`src/rtl/sumlink_rx.sv`:
```
`default_nettype none
// ============================================================================
// Module      : sumlink_rx
// Description : Receive side of the three-neighbour partial-sum link.
//               Each link word is classified as COMMA, DATA or ERROR. A
//               per-link lock FSM declares the link up once it has seen
//               LOCKCNT consecutive valid words that include at least one
//               comma. DATA words that arrive on an up link are passed on.
//               Everything else is replaced by a zero word that carries the
//               comma flag. The words then pass through a per-link
//               programmable delay line so that the three neighbour streams
//               can be brought into alignment.
// Revision    : 1.0 - initial release
// ----------------------------------------------------------------------------
// Parameters
//   LOCKCNT : consecutive valid words needed for link-up (2..255)
// Ports
//   clk     in   1  master clock, rising edge
//   reset   in   1  synchronous active-high reset, overrides every input
//   rxdata  in  48  link i word on [16i+:16]
//   rxisk   in   6  link i K flags on [2i+:2], bit 0 = low byte
//   rxerr   in   3  link i decode error for the current word
//   delay   in   9  link i extra alignment delay (0..7) on [3i+:3]
//   errclr  in   1  synchronous clear of all error counters
//   sumdata out 48  aligned partial sums, link i on [16i+:16]
//   xcomma  out  3  1 = comma / no data; the matching sumdata slice is 0
//   linkup  out  3  per-link lock state
//   errcnt  out 48  per-link saturating error counters, link i on [16i+:16]
// ============================================================================
module sumlink_rx #(
  parameter int LOCKCNT = 16
) (
  input  logic        clk,
  input  logic        reset,
  input  logic [47:0] rxdata,
  input  logic [5:0]  rxisk,
  input  logic [2:0]  rxerr,
  input  logic [8:0]  delay,
  input  logic        errclr,
  output logic [47:0] sumdata,
  output logic [2:0]  xcomma,
  output logic [2:0]  linkup,
  output logic [47:0] errcnt
);

  localparam logic [7:0]  C_LOCKCNT    = 8'(LOCKCNT);
  localparam logic [15:0] C_COMMA_WORD = 16'h00BC;
  localparam logic [1:0]  C_COMMA_ISK  = 2'b01;
  localparam logic [15:0] C_ERRCNT_MAX = 16'hFFFF;
  // Delay-line entry format: {comma_flag, data[15:0]}
  localparam logic [16:0] C_IDLE       = 17'h1_0000;

  localparam logic [0:0]  ST_DOWN      = 1'b0;
  localparam logic [0:0]  ST_UP        = 1'b1;

  genvar gi;
  generate
    for (gi = 0; gi < 3; gi++) begin : g_link
      logic [15:0] w_word;
      logic [1:0]  w_isk;
      logic        w_err;
      logic        w_is_comma;
      logic        w_is_data;
      logic        w_is_error;

      logic [0:0]  r_state;
      logic [0:0]  w_state_nxt;
      logic [7:0]  r_run;
      logic [7:0]  w_run_nxt;
      logic [7:0]  w_run_inc;
      logic        r_seen;
      logic        w_seen_nxt;
      logic        w_seen_inc;

      logic [16:0] w_s1;
      logic [2:0]  w_tap;
      // r_line[0] is the stage-1 register; r_line[1..7] hold the older words
      logic [16:0] r_line [8];
      logic [16:0] r_out;
      logic [15:0] r_errcnt;

      assign w_word = rxdata[16*gi +: 16];
      assign w_isk  = rxisk[2*gi +: 2];
      assign w_err  = rxerr[gi];
      assign w_tap  = delay[3*gi +: 3];

      // -------------------------------------------------------------------
      // Word classification
      // -------------------------------------------------------------------
      assign w_is_comma = (w_word == C_COMMA_WORD) && (w_isk == C_COMMA_ISK) && !w_err;
      assign w_is_data  = (w_isk == 2'b00) && !w_err;
      assign w_is_error = !(w_is_comma || w_is_data);

      // The run counter saturates at LOCKCNT. A link that has already
      // counted enough words but has not yet seen a comma will lock on the
      // first comma that arrives, because every word of the run is valid.
      assign w_run_inc  = (r_run >= C_LOCKCNT) ? C_LOCKCNT : r_run + 8'd1;
      assign w_seen_inc = r_seen | w_is_comma;

      // -------------------------------------------------------------------
      // Lock FSM: state register
      // -------------------------------------------------------------------
      always_ff @(posedge clk) begin
        if (reset) begin
          r_state <= ST_DOWN;
          r_run   <= 8'd0;
          r_seen  <= 1'b0;
        end else begin
          r_state <= w_state_nxt;
          r_run   <= w_run_nxt;
          r_seen  <= w_seen_nxt;
        end
      end

      // -------------------------------------------------------------------
      // Lock FSM: next-state logic
      // -------------------------------------------------------------------
      always_comb begin
        w_state_nxt = r_state;
        w_run_nxt   = r_run;
        w_seen_nxt  = r_seen;
        case (r_state)
          ST_DOWN: begin
            if (w_is_error) begin
              w_run_nxt  = 8'd0;
              w_seen_nxt = 1'b0;
            end else begin
              w_run_nxt  = w_run_inc;
              w_seen_nxt = w_seen_inc;
              if ((w_run_inc == C_LOCKCNT) && w_seen_inc) begin
                w_state_nxt = ST_UP;
              end
            end
          end
          ST_UP: begin
            if (w_is_error) begin
              w_state_nxt = ST_DOWN;
              w_run_nxt   = 8'd0;
              w_seen_nxt  = 1'b0;
            end
          end
          default: begin
            w_state_nxt = ST_DOWN;
            w_run_nxt   = 8'd0;
            w_seen_nxt  = 1'b0;
          end
        endcase
      end

      // -------------------------------------------------------------------
      // Lock FSM: output logic (stage-1 word)
      // Only DATA on a link that was already up before this word is
      // forwarded, so the word that completes the lock still leaves as a
      // comma.
      // -------------------------------------------------------------------
      always_comb begin
        w_s1 = C_IDLE;
        if (w_is_data && (r_state == ST_UP)) begin
          w_s1 = {1'b0, w_word};
        end
      end

      // -------------------------------------------------------------------
      // Stage 1 + delay line + output register
      // The tap is read every cycle, so a new delay value selects a
      // different entry on the very next edge without disturbing the line.
      // -------------------------------------------------------------------
      always_ff @(posedge clk) begin
        if (reset) begin
          for (int k = 0; k < 8; k++) begin
            r_line[k] <= C_IDLE;
          end
          r_out <= C_IDLE;
        end else begin
          r_line[0] <= w_s1;
          for (int k = 1; k < 8; k++) begin
            r_line[k] <= r_line[k-1];
          end
          r_out <= r_line[w_tap];
        end
      end

      // -------------------------------------------------------------------
      // Error counter: clear wins over a same-cycle increment
      // -------------------------------------------------------------------
      always_ff @(posedge clk) begin
        if (reset) begin
          r_errcnt <= 16'd0;
        end else if (errclr) begin
          r_errcnt <= 16'd0;
        end else if (w_is_error && (r_errcnt != C_ERRCNT_MAX)) begin
          r_errcnt <= r_errcnt + 16'd1;
        end
      end

      assign sumdata[16*gi +: 16] = r_out[15:0];
      assign xcomma[gi]           = r_out[16];
      assign linkup[gi]           = (r_state == ST_UP);
      assign errcnt[16*gi +: 16]  = r_errcnt;
    end
  endgenerate

endmodule
`default_nettype wire

```
`config.mk`:
```
export PLATFORM = sky130hd
export DESIGN_NAME = sumlink_rx
export DESIGN_NICKNAME = d
export VERILOG_FILES = /design/src/rtl/sumlink_rx.sv
export SDC_FILE = /design/constraint.sdc
export NUM_CORES = 1
export LEC_CHECK = 0
export ABC_AREA = 0
export BUFFER_PORTS_ARGS = -buffer_cell sky130_fd_sc_hd__buf_2
export CAP_MARGIN = 20
export CORE_ASPECT_RATIO = 0.5
export CORE_MARGIN = 4
export CORE_UTILIZATION = 45
export CTS_BUF_LIST = sky130_fd_sc_hd__clkbuf_2 sky130_fd_sc_hd__clkbuf_4 sky130_fd_sc_hd__clkbuf_8
export DETAILED_ROUTE_END_ITERATION = 8
export MAX_ROUTING_LAYER = met4
export PLACE_DENSITY = 0.66
export SYNTH_ARGS = -nofsm -noshare
export SYNTH_HDL_FRONTEND = slang
export SYNTH_SLANG_ARGS = --single-unit
export TNS_END_PERCENT = 5
```
`constraint.sdc`:
```
create_clock -name clk -period 1.8 [get_ports clk]
set_clock_uncertainty 0.15 [all_clocks]
set_input_delay 0.09 -clock clk [delete_from_list [all_inputs] [get_ports clk]]
set_output_delay 0.09 -clock clk [all_outputs]
set_load 0.01 [all_outputs]
```
==> results of run 1 <==
==> what timing repair did <==
action | in CTS | in global routing
gates cloned | 0 | 2
buffers inserted | 0 | 6
endpoints found under the setup margin | 17 | 81
resized for setup | 7 | 55
hold endpoints to repair | 489 | 7
pin swaps | 5 | 13
==> critical path, delay by kind of cell, from the launching register on <==
kind | cells | cell delay [ps]
and+or+nand+nor | 4 | 1000
DFF | 1 | 320
buffers and inverters | 1 | 150
AOI/OAI and AO/OA | 1 | 130
==> sequential cells by signal (all words and copies together) (netlist names) <==
name and count:
g_link.r_errcnt 48, g_link.r_line 408, g_link.r_out 51, g_link.r_run 24, g_link.r_seen 3, g_link.r_state 3
==> kinds of logic after synthesis <==
family,count (synthesis),share of synthesized area (%)
DFF,537,56.2
and+or+nand+nor,704,21.7
adders and majority gates,9,0.589
buffers and inverters,122,2.60
muxes,158,14.9
AOI/OAI and AO/OA,122,3.91
==> stage by stage <==
| stage | cell area, um^2 | util, % | setup slack (ps) | std cells | setup TNS [ps] |
|---|---|---|---|---|---|
| final | 24500 | 58.4 | -48.1 | 2677 | -166 |
| after global routing | 24500 | 58.4 | -109 | 2677 | -1540 |
| after CTS | 24300 | 57.8 | -34.6 | 2666 | -267 |
| after detailed placement | 21300 | 50.8 | -83.3 | 2408 | -806 |
| after global placement | 21300 | 50.8 | -58.2 | 2408 | -518 |
| after floorplan | 19100 | - | -29.6 | 1652 | -214 |
==> final cells by class <==
class | count | area, um^2
Fill cell | 3465 | 17500
Sequential cell | 537 | 10800
Multi-Input combinational cell | 993 | 8060
Timing Repair Buffer | 419 | 3270
Clock buffer | 111 | 1410
Tap cell | 577 | 722
Clock inverter | 18 | 179
Inverter | 18 | 67.6
Antenna cell | 4 | 10.0
==> synth_stat cells (3+ instances only) <==
master / instances
a211o_1: 3
a21oi_1: 50
a221oi_1: 3
a31oi_1: 4
a41o_1: 3
and2_1: 49
and3_1: 16
and4_1: 4
buf_2: 20
buf_4: 4
clkbuf_1: 78
dfxtp_1: 537
ha_1: 9
inv_1: 18
mux2i_1: 56
mux4_2: 102
nand2_1: 38
nand3_1: 25
nand3b_1: 3
nand4_1: 23
nand4b_1: 3
nor2_1: 80
nor2b_1: 341
nor3_1: 14
nor3b_1: 3
nor4_1: 16
nor4b_1: 4
o21ai_0: 22
o31ai_1: 21
or2_2: 26
or3_1: 23
or4_1: 27
==> routing by layer <==
metal / part of all wire, % / wire length [um] / GRT usage [%]
met4: 3.1 / 1230 / 6.62
met5: 0 / 0 / -
met1: 45 / 18000 / 21.5
met2: 49 / 19600 / 30.1
met3: 3.2 / 1270 / 3.50
==> power groups by stage <==
stage | Clock [W] | Sequential (W) | Combinational (W)
after floorplan | 0 | 0.0122 | 0.000440
after global placement | 0 | 0.0122 | 0.000749
after detailed placement | 0 | 0.0122 | 0.000745
after CTS | 0.0101 | 0.0119 | 0.000883
after global routing | 0.0107 | 0.0119 | 0.000971
final | 0.00985 | 0.0119 | 0.000892
==> worst min-delay path by stage <==
stage,cells past startpoint,endpoint,start
after floorplan,1,g_link[0].r_line[0][0],rxdata[0]
after global placement,2,g_link[2].r_line[0][7],rxdata[39]
after detailed placement,2,g_link[1].r_line[0][7],rxdata[23]
after CTS,6,g_link[1].r_state,rxerr[1]
after global routing,6,g_link[1].r_seen,rxerr[1]
final,6,g_link[1].r_state,rxerr[1]
==> summary.md, run 1 <==
| Metric | Value |
|---|---|
| Slew @ Worst Pin | `approximately 630 ps` |
| # IOs | `between 150 and 200` |
| Synth unique cells | `53` |
| Hold buffers post-CTS | `between 100 and 150` |
| Vias per inst | `slightly below 5` |
| PD cells | `924 nW/um^2` |
| # port buffers | `170` |
| Gr usage total | `between 10% and 20%` |
| Final hold slack | `-84.4 ps` |
| Initial antenna violation count | `4` |
| Critical Path AT | `about 2200 ps` |
| Synthesis-stage register bit count | `roughly 540` |
| Final Slew Violations | `0` |
| TritonCTS clock tree | `done` |
| Status | `finished with violations` |
| Netlist Area Pre-Place | `19,100 um^2` |
| Setup crit end | `g_link[0].r_errcnt[15]` |
| Commonest cells after routing, fill and taps aside | `513 x dfxtp_1, 340 x nor2b_1, 171 x buf_2, 122 x dlygate4sd3_1, 102 x mux4_2` |
| Switching power | `0.00500 W` |
| Max Cap Violations | `0` |
| Layout Nets | `2,121` |
| R2R setup slack | `-50 ps` |
| Rel. slew slack | `57.3%` |
| Yosys warning count | `0` |
| Total die area | `46,100 um^2` |
| Crit path required time | `around 2200 ps` |
| Critical Path Max Stage Delay | `470 ps` |
| Post-DR wirelength/cell | `15.0 um` |
| Top post-synthesis cells by area | `dfxtp_1 56%, mux4_2 12%, nor2b_1 11%, mux2i_1 2.9%, and2_1 1.6%` |
| Worst Setup End Kind | `register` |
| RSZ-0062 raised after global routing | `true` |
| Crit Reg-Reg Startpoint | `g_link[0].r_errcnt[14]` |
| Area delta synth->final | `28.1%` |
| Crit-path cells | `nand4_1 > buf_4 > nor3_1 > nand4b_1 > or4_1 > a21oi_1` |
| Main flop type after synthesis | `dfxtp_1` |
| Total power | `0.0226 W` |
| Most common cell after layout, fill and taps aside | `dfxtp_1` |
| Post-synth EDFFs | `0` |
| Max clock buf depth | `3` |
| Sequential share of the synthesized area | `56.2%` |
| Sequential share of power | `52.6%` |
| DRT iter0 DRCs | `600` |
| Placer Congestion | `~0.8` |
| FF-to-FF End | `g_link[0].r_errcnt[15]` |
| DRT Pass-1 Iters | `5` |
| HP Class | `primary input to register` |
| Critical-path top delay cell | `or4_1` |
| Number of global-route vias before repair | `13,453` |
| Setup Crit Path Kind | `register to register` |
| Core area | `42,000 um^2` |
| Post-route DRC violation count | `0` |
| Max FO, Critical Path | `6` |
| Via count | `13,173` |
| Detailed Route WL | `40.1 mm` |
| DIE WIDTH | `approximately 300 um` |
| Root buffer cell | `clkbuf_8` |
| Synth area leader | `dfxtp_1` |
| ANT nets after route | `0` |
| Global-route wire length before repair | `66.4 mm` |
| R2r worst-path depth | `6` |
| P_int | `0.0176 W` |
| Initial Utilization | `45.5%` |
| Largest net degree at the start of global routing | `140` |
| Fin. Hold Viols | `3` |
| Share of cells above drive strength 1 | `29.1%` |
| Final setup fails | `8` |
| Failing checks | `hold timing, setup timing` |
| Post-Syn Nets | `1,730` |
| Ys async rst share | `0%` |
| Syn Inst Count | `~1,700` |
| Synth top area share | `56.2%` |
| Sw frac | `~22%` |
| Dpl hpwl | `25.0 mm` |
| Clock power share | `between 40% and 50%` |
| Tmin final | `around 1800 ps` |
| Sink Count | `537` |
| Avg Cell Area, Syn | `11.6 um^2` |
| GRT overflow | `0` |
| Final WS setup | `-48.1 ps` |
| Tcrit/Tclk final | `103%` |
| Gate power share | `3.9%` |
| H-tree depth | `3` |
| Leak | `approximately 10 nW` |
| Fmax | `0.541 GHz` |
| Cts bufs inserted | `74` |
| Insertion delay to the later sink of the worst-skew pair | `630 ps` |
| Reg clk slew, reported paths | `70 ps` |
| CP startpoint kind | `register` |
| Die height | `154 um` |
| Row count | `53` |
| Crit. Startpoint | `g_link[0].r_errcnt[14]` |
| Maximum vdd ir drop | `slightly above 0.4 mV` |
Note: power is estimated with default switching activity, not from simulation.
==> inputs of run 2 (changes only) <==
- CORE_UTILIZATION: 45 -> 55
- PLACE_DENSITY: 0.66 -> 0.78
==> run 2 against run 1 <==
  * The run ends with setup timing left
  * First-iteration DRC count grew 20%
  * Core utilization is 12 points higher
  * Global-route usage is 3.5 points higher
  * Cell count decreased by 6.4%
  * Clock power decreased by 5.5%
  * Non-clock buffer count is 49 lower
  * Sequential share of layout area rose by 1.4 points
  * Register-to-register slack gained 30 ps
  * Flip-flop and latch count is the same
  * Clock-buffer cell count rose by 2
  * Critical path type is now primary input to register
  * Highest routed layer unchanged
==> summary.md, run 2 (synthesized netlist as in run 1, its figures left out) <==
| Metric | Value |
|---|---|
| Status | `finished with violations` |
| Failing checks | `setup timing` |
| Vias per inst | `5.24` |
| Tcrit/Tclk final | `101%` |
| Leak | `9.62 nW` |
| DRT iter0 DRCs | `between 700 and 800` |
| Final setup fails | `5` |
| H-tree depth | `3` |
| Dpl hpwl | `approximately 25 mm` |
| RSZ-0062 raised after global routing | `true` |
| Placer Congestion | `roughly 0.88` |
| Via count | `around 13,000` |
| # IOs | `171` |
| Max reg flops | `slightly above 400` |
| Final Slew Violations | `0` |
| Max clock buf depth | `3` |
| Largest regs | `g_link.r_line: 408 flops, g_link.r_out: 51 flops, g_link.r_errcnt: 48 flops` |
| Tmin final | `1820 ps` |
| DRT Pass-1 Iters | `4` |
| Global-route wire length before repair | `65.4 mm` |
| R2R setup slack | `-20 ps` |
| Post-Place Cells | `2,293` |
| Commonest cells after routing, fill and taps aside | `515 x dfxtp_1, 341 x nor2b_1, 169 x buf_2, 102 x mux4_2, 93 x buf_4` |
| Crit Reg-Reg Startpoint | `g_link[2].r_errcnt[6]` |
| Rel. slew slack | `56.2%` |
| Area delta synth->final | `24.3%` |
| Row count | `47` |
| Max Cap Violations | `0` |
| PD cells | `930 nW/um^2` |
| Share of cells above drive strength 1 | `between 20% and 30%` |
| Total die area | `38,000 um^2` |
| Sink Count | `537` |
| Post-DR wirelength/cell | `about 16 um` |
| DIE WIDTH | `272 um` |
| Slew @ Worst Pin | `653 ps` |
| Most common cell after layout, fill and taps aside | `dfxtp_1` |
| Crit path required time | `roughly 2200 ps` |
| Critical Path AT | `2210 ps` |
| Setup crit end | `g_link[2].r_errcnt[8]` |
| Maximum vdd ir drop | `0.598 mV` |
| Post-route DRC violation count | `0` |
| Reg clk slew, reported paths | `roughly 70 ps` |
| Root buffer cell | `clkbuf_8` |
| # port buffers | `170` |
| Setup Crit Path Kind | `primary input to register` |
| Max FO, Critical Path | `22` |
| Setup WS pre-CTS | `-80.3 ps` |
| Crit. Startpoint | `rxdata[39]` |
| Die height | `140 um` |
| Worst Setup End Kind | `register` |
| TritonCTS clock tree | `done` |
| GRT overflow | `0` |
| Core area | `33,600 um^2` |
| Fin Setup TNS | `-57.4 ps` |
| ANT nets after route | `0` |
| Gr usage total | `21.4%` |
| Non-Filler Instances | `2,506` |
| Initial antenna violation count | `1` |
| R2r worst-path depth | `5` |
| Fin. Hold Viols | `0` |
| Fmax | `0.549 GHz` |
| Number of global-route vias before repair | `13,303` |
| Largest net degree at the start of global routing | `90` |
| Layout Nets | `a little over 2,000` |
| FF-to-FF End | `g_link[2].r_errcnt[15]` |
| CP startpoint kind | `primary input` |
| Initial Utilization | `56.8%` |
| Final WS setup | `-22.6 ps` |
| Insertion delay to the later sink of the worst-skew pair | `620 ps` |
| HP Class | `primary input to register` |
| Largest register by flop count | `g_link.r_line` |
| Final hold slack | `87.0 ps` |
| Cts bufs inserted | `70` |
| Detailed Route WL | `40.1 mm` |
==> run 2: repair_timing <==
item | 4_1_cts | 5_1_grt
endpoints found under the setup margin | 17 | 66
endpoints found under the hold margin | 225 | 0
pin swaps | 2 | 19
resized for setup | 7 | 54
gates cloned | 0 | 3
buffers inserted | 0 | 4
hold buffers | 84 | 0
==> run 2: final cells by class <==
class	count	area (um^2)
multi-input cells	994	8050
repair buffers	370	2830
clock buffers	113	1360
inverters	18	67.6
diodes	1	2.50
well taps	465	582
fillers	2304	9870
clock inverters	8	88.8
flip-flops and latches	537	10800
==> run 2: power breakdown <==
group	switching (W)	internal (W)
registers	0.0000107	0.0119
clock network	0.00435	0.00496
logic	0.000478	0.000413
==> run 2: worst min path at each step <==
stage               cells past startpoint                endpoint      start
finish                                  3  g_link[0].r_line[0][6]  rxdata[6]
global route                            3  g_link[0].r_line[0][8]  rxdata[8]
CTS                                     3  g_link[0].r_line[0][6]  rxdata[6]
detailed placement                      2  g_link[0].r_line[0][6]  rxdata[6]
global placement                        2  g_link[0].r_line[0][6]  rxdata[6]
floorplan                               1  g_link[0].r_line[0][0]  rxdata[0]
==> run 2: layer usage <==
layer  GRT usage [%]  vias up  share of wire (%)
met1            26.0     6319                 43
met3            4.15      111                3.8
met4            7.95        0                3.2
met5               -        -                  0
met2            35.7      276                 50
li1                -     6422                  -
==> run 2: worst max-delay path, stage by stage <==
cell and delay, ps:
dlygate4sd3_1 540, buf_2 140, nor4b_1 140, buf_4 140, nor2b_1 130, and4_1 200, buf_12 160, or4_1 500
a21oi_1 160
==> run 2: stage by stage <==
step	area, um^2	utilization, %	power (W)
final	23800	70.6	0.0221
after global routing	23800	70.6	0.0229
after CTS	23500	70.0	0.0223
after detailed placement	21200	63.1	0.0129
after global placement	21200	63.1	0.0129
after floorplan	19100	-	0.0126
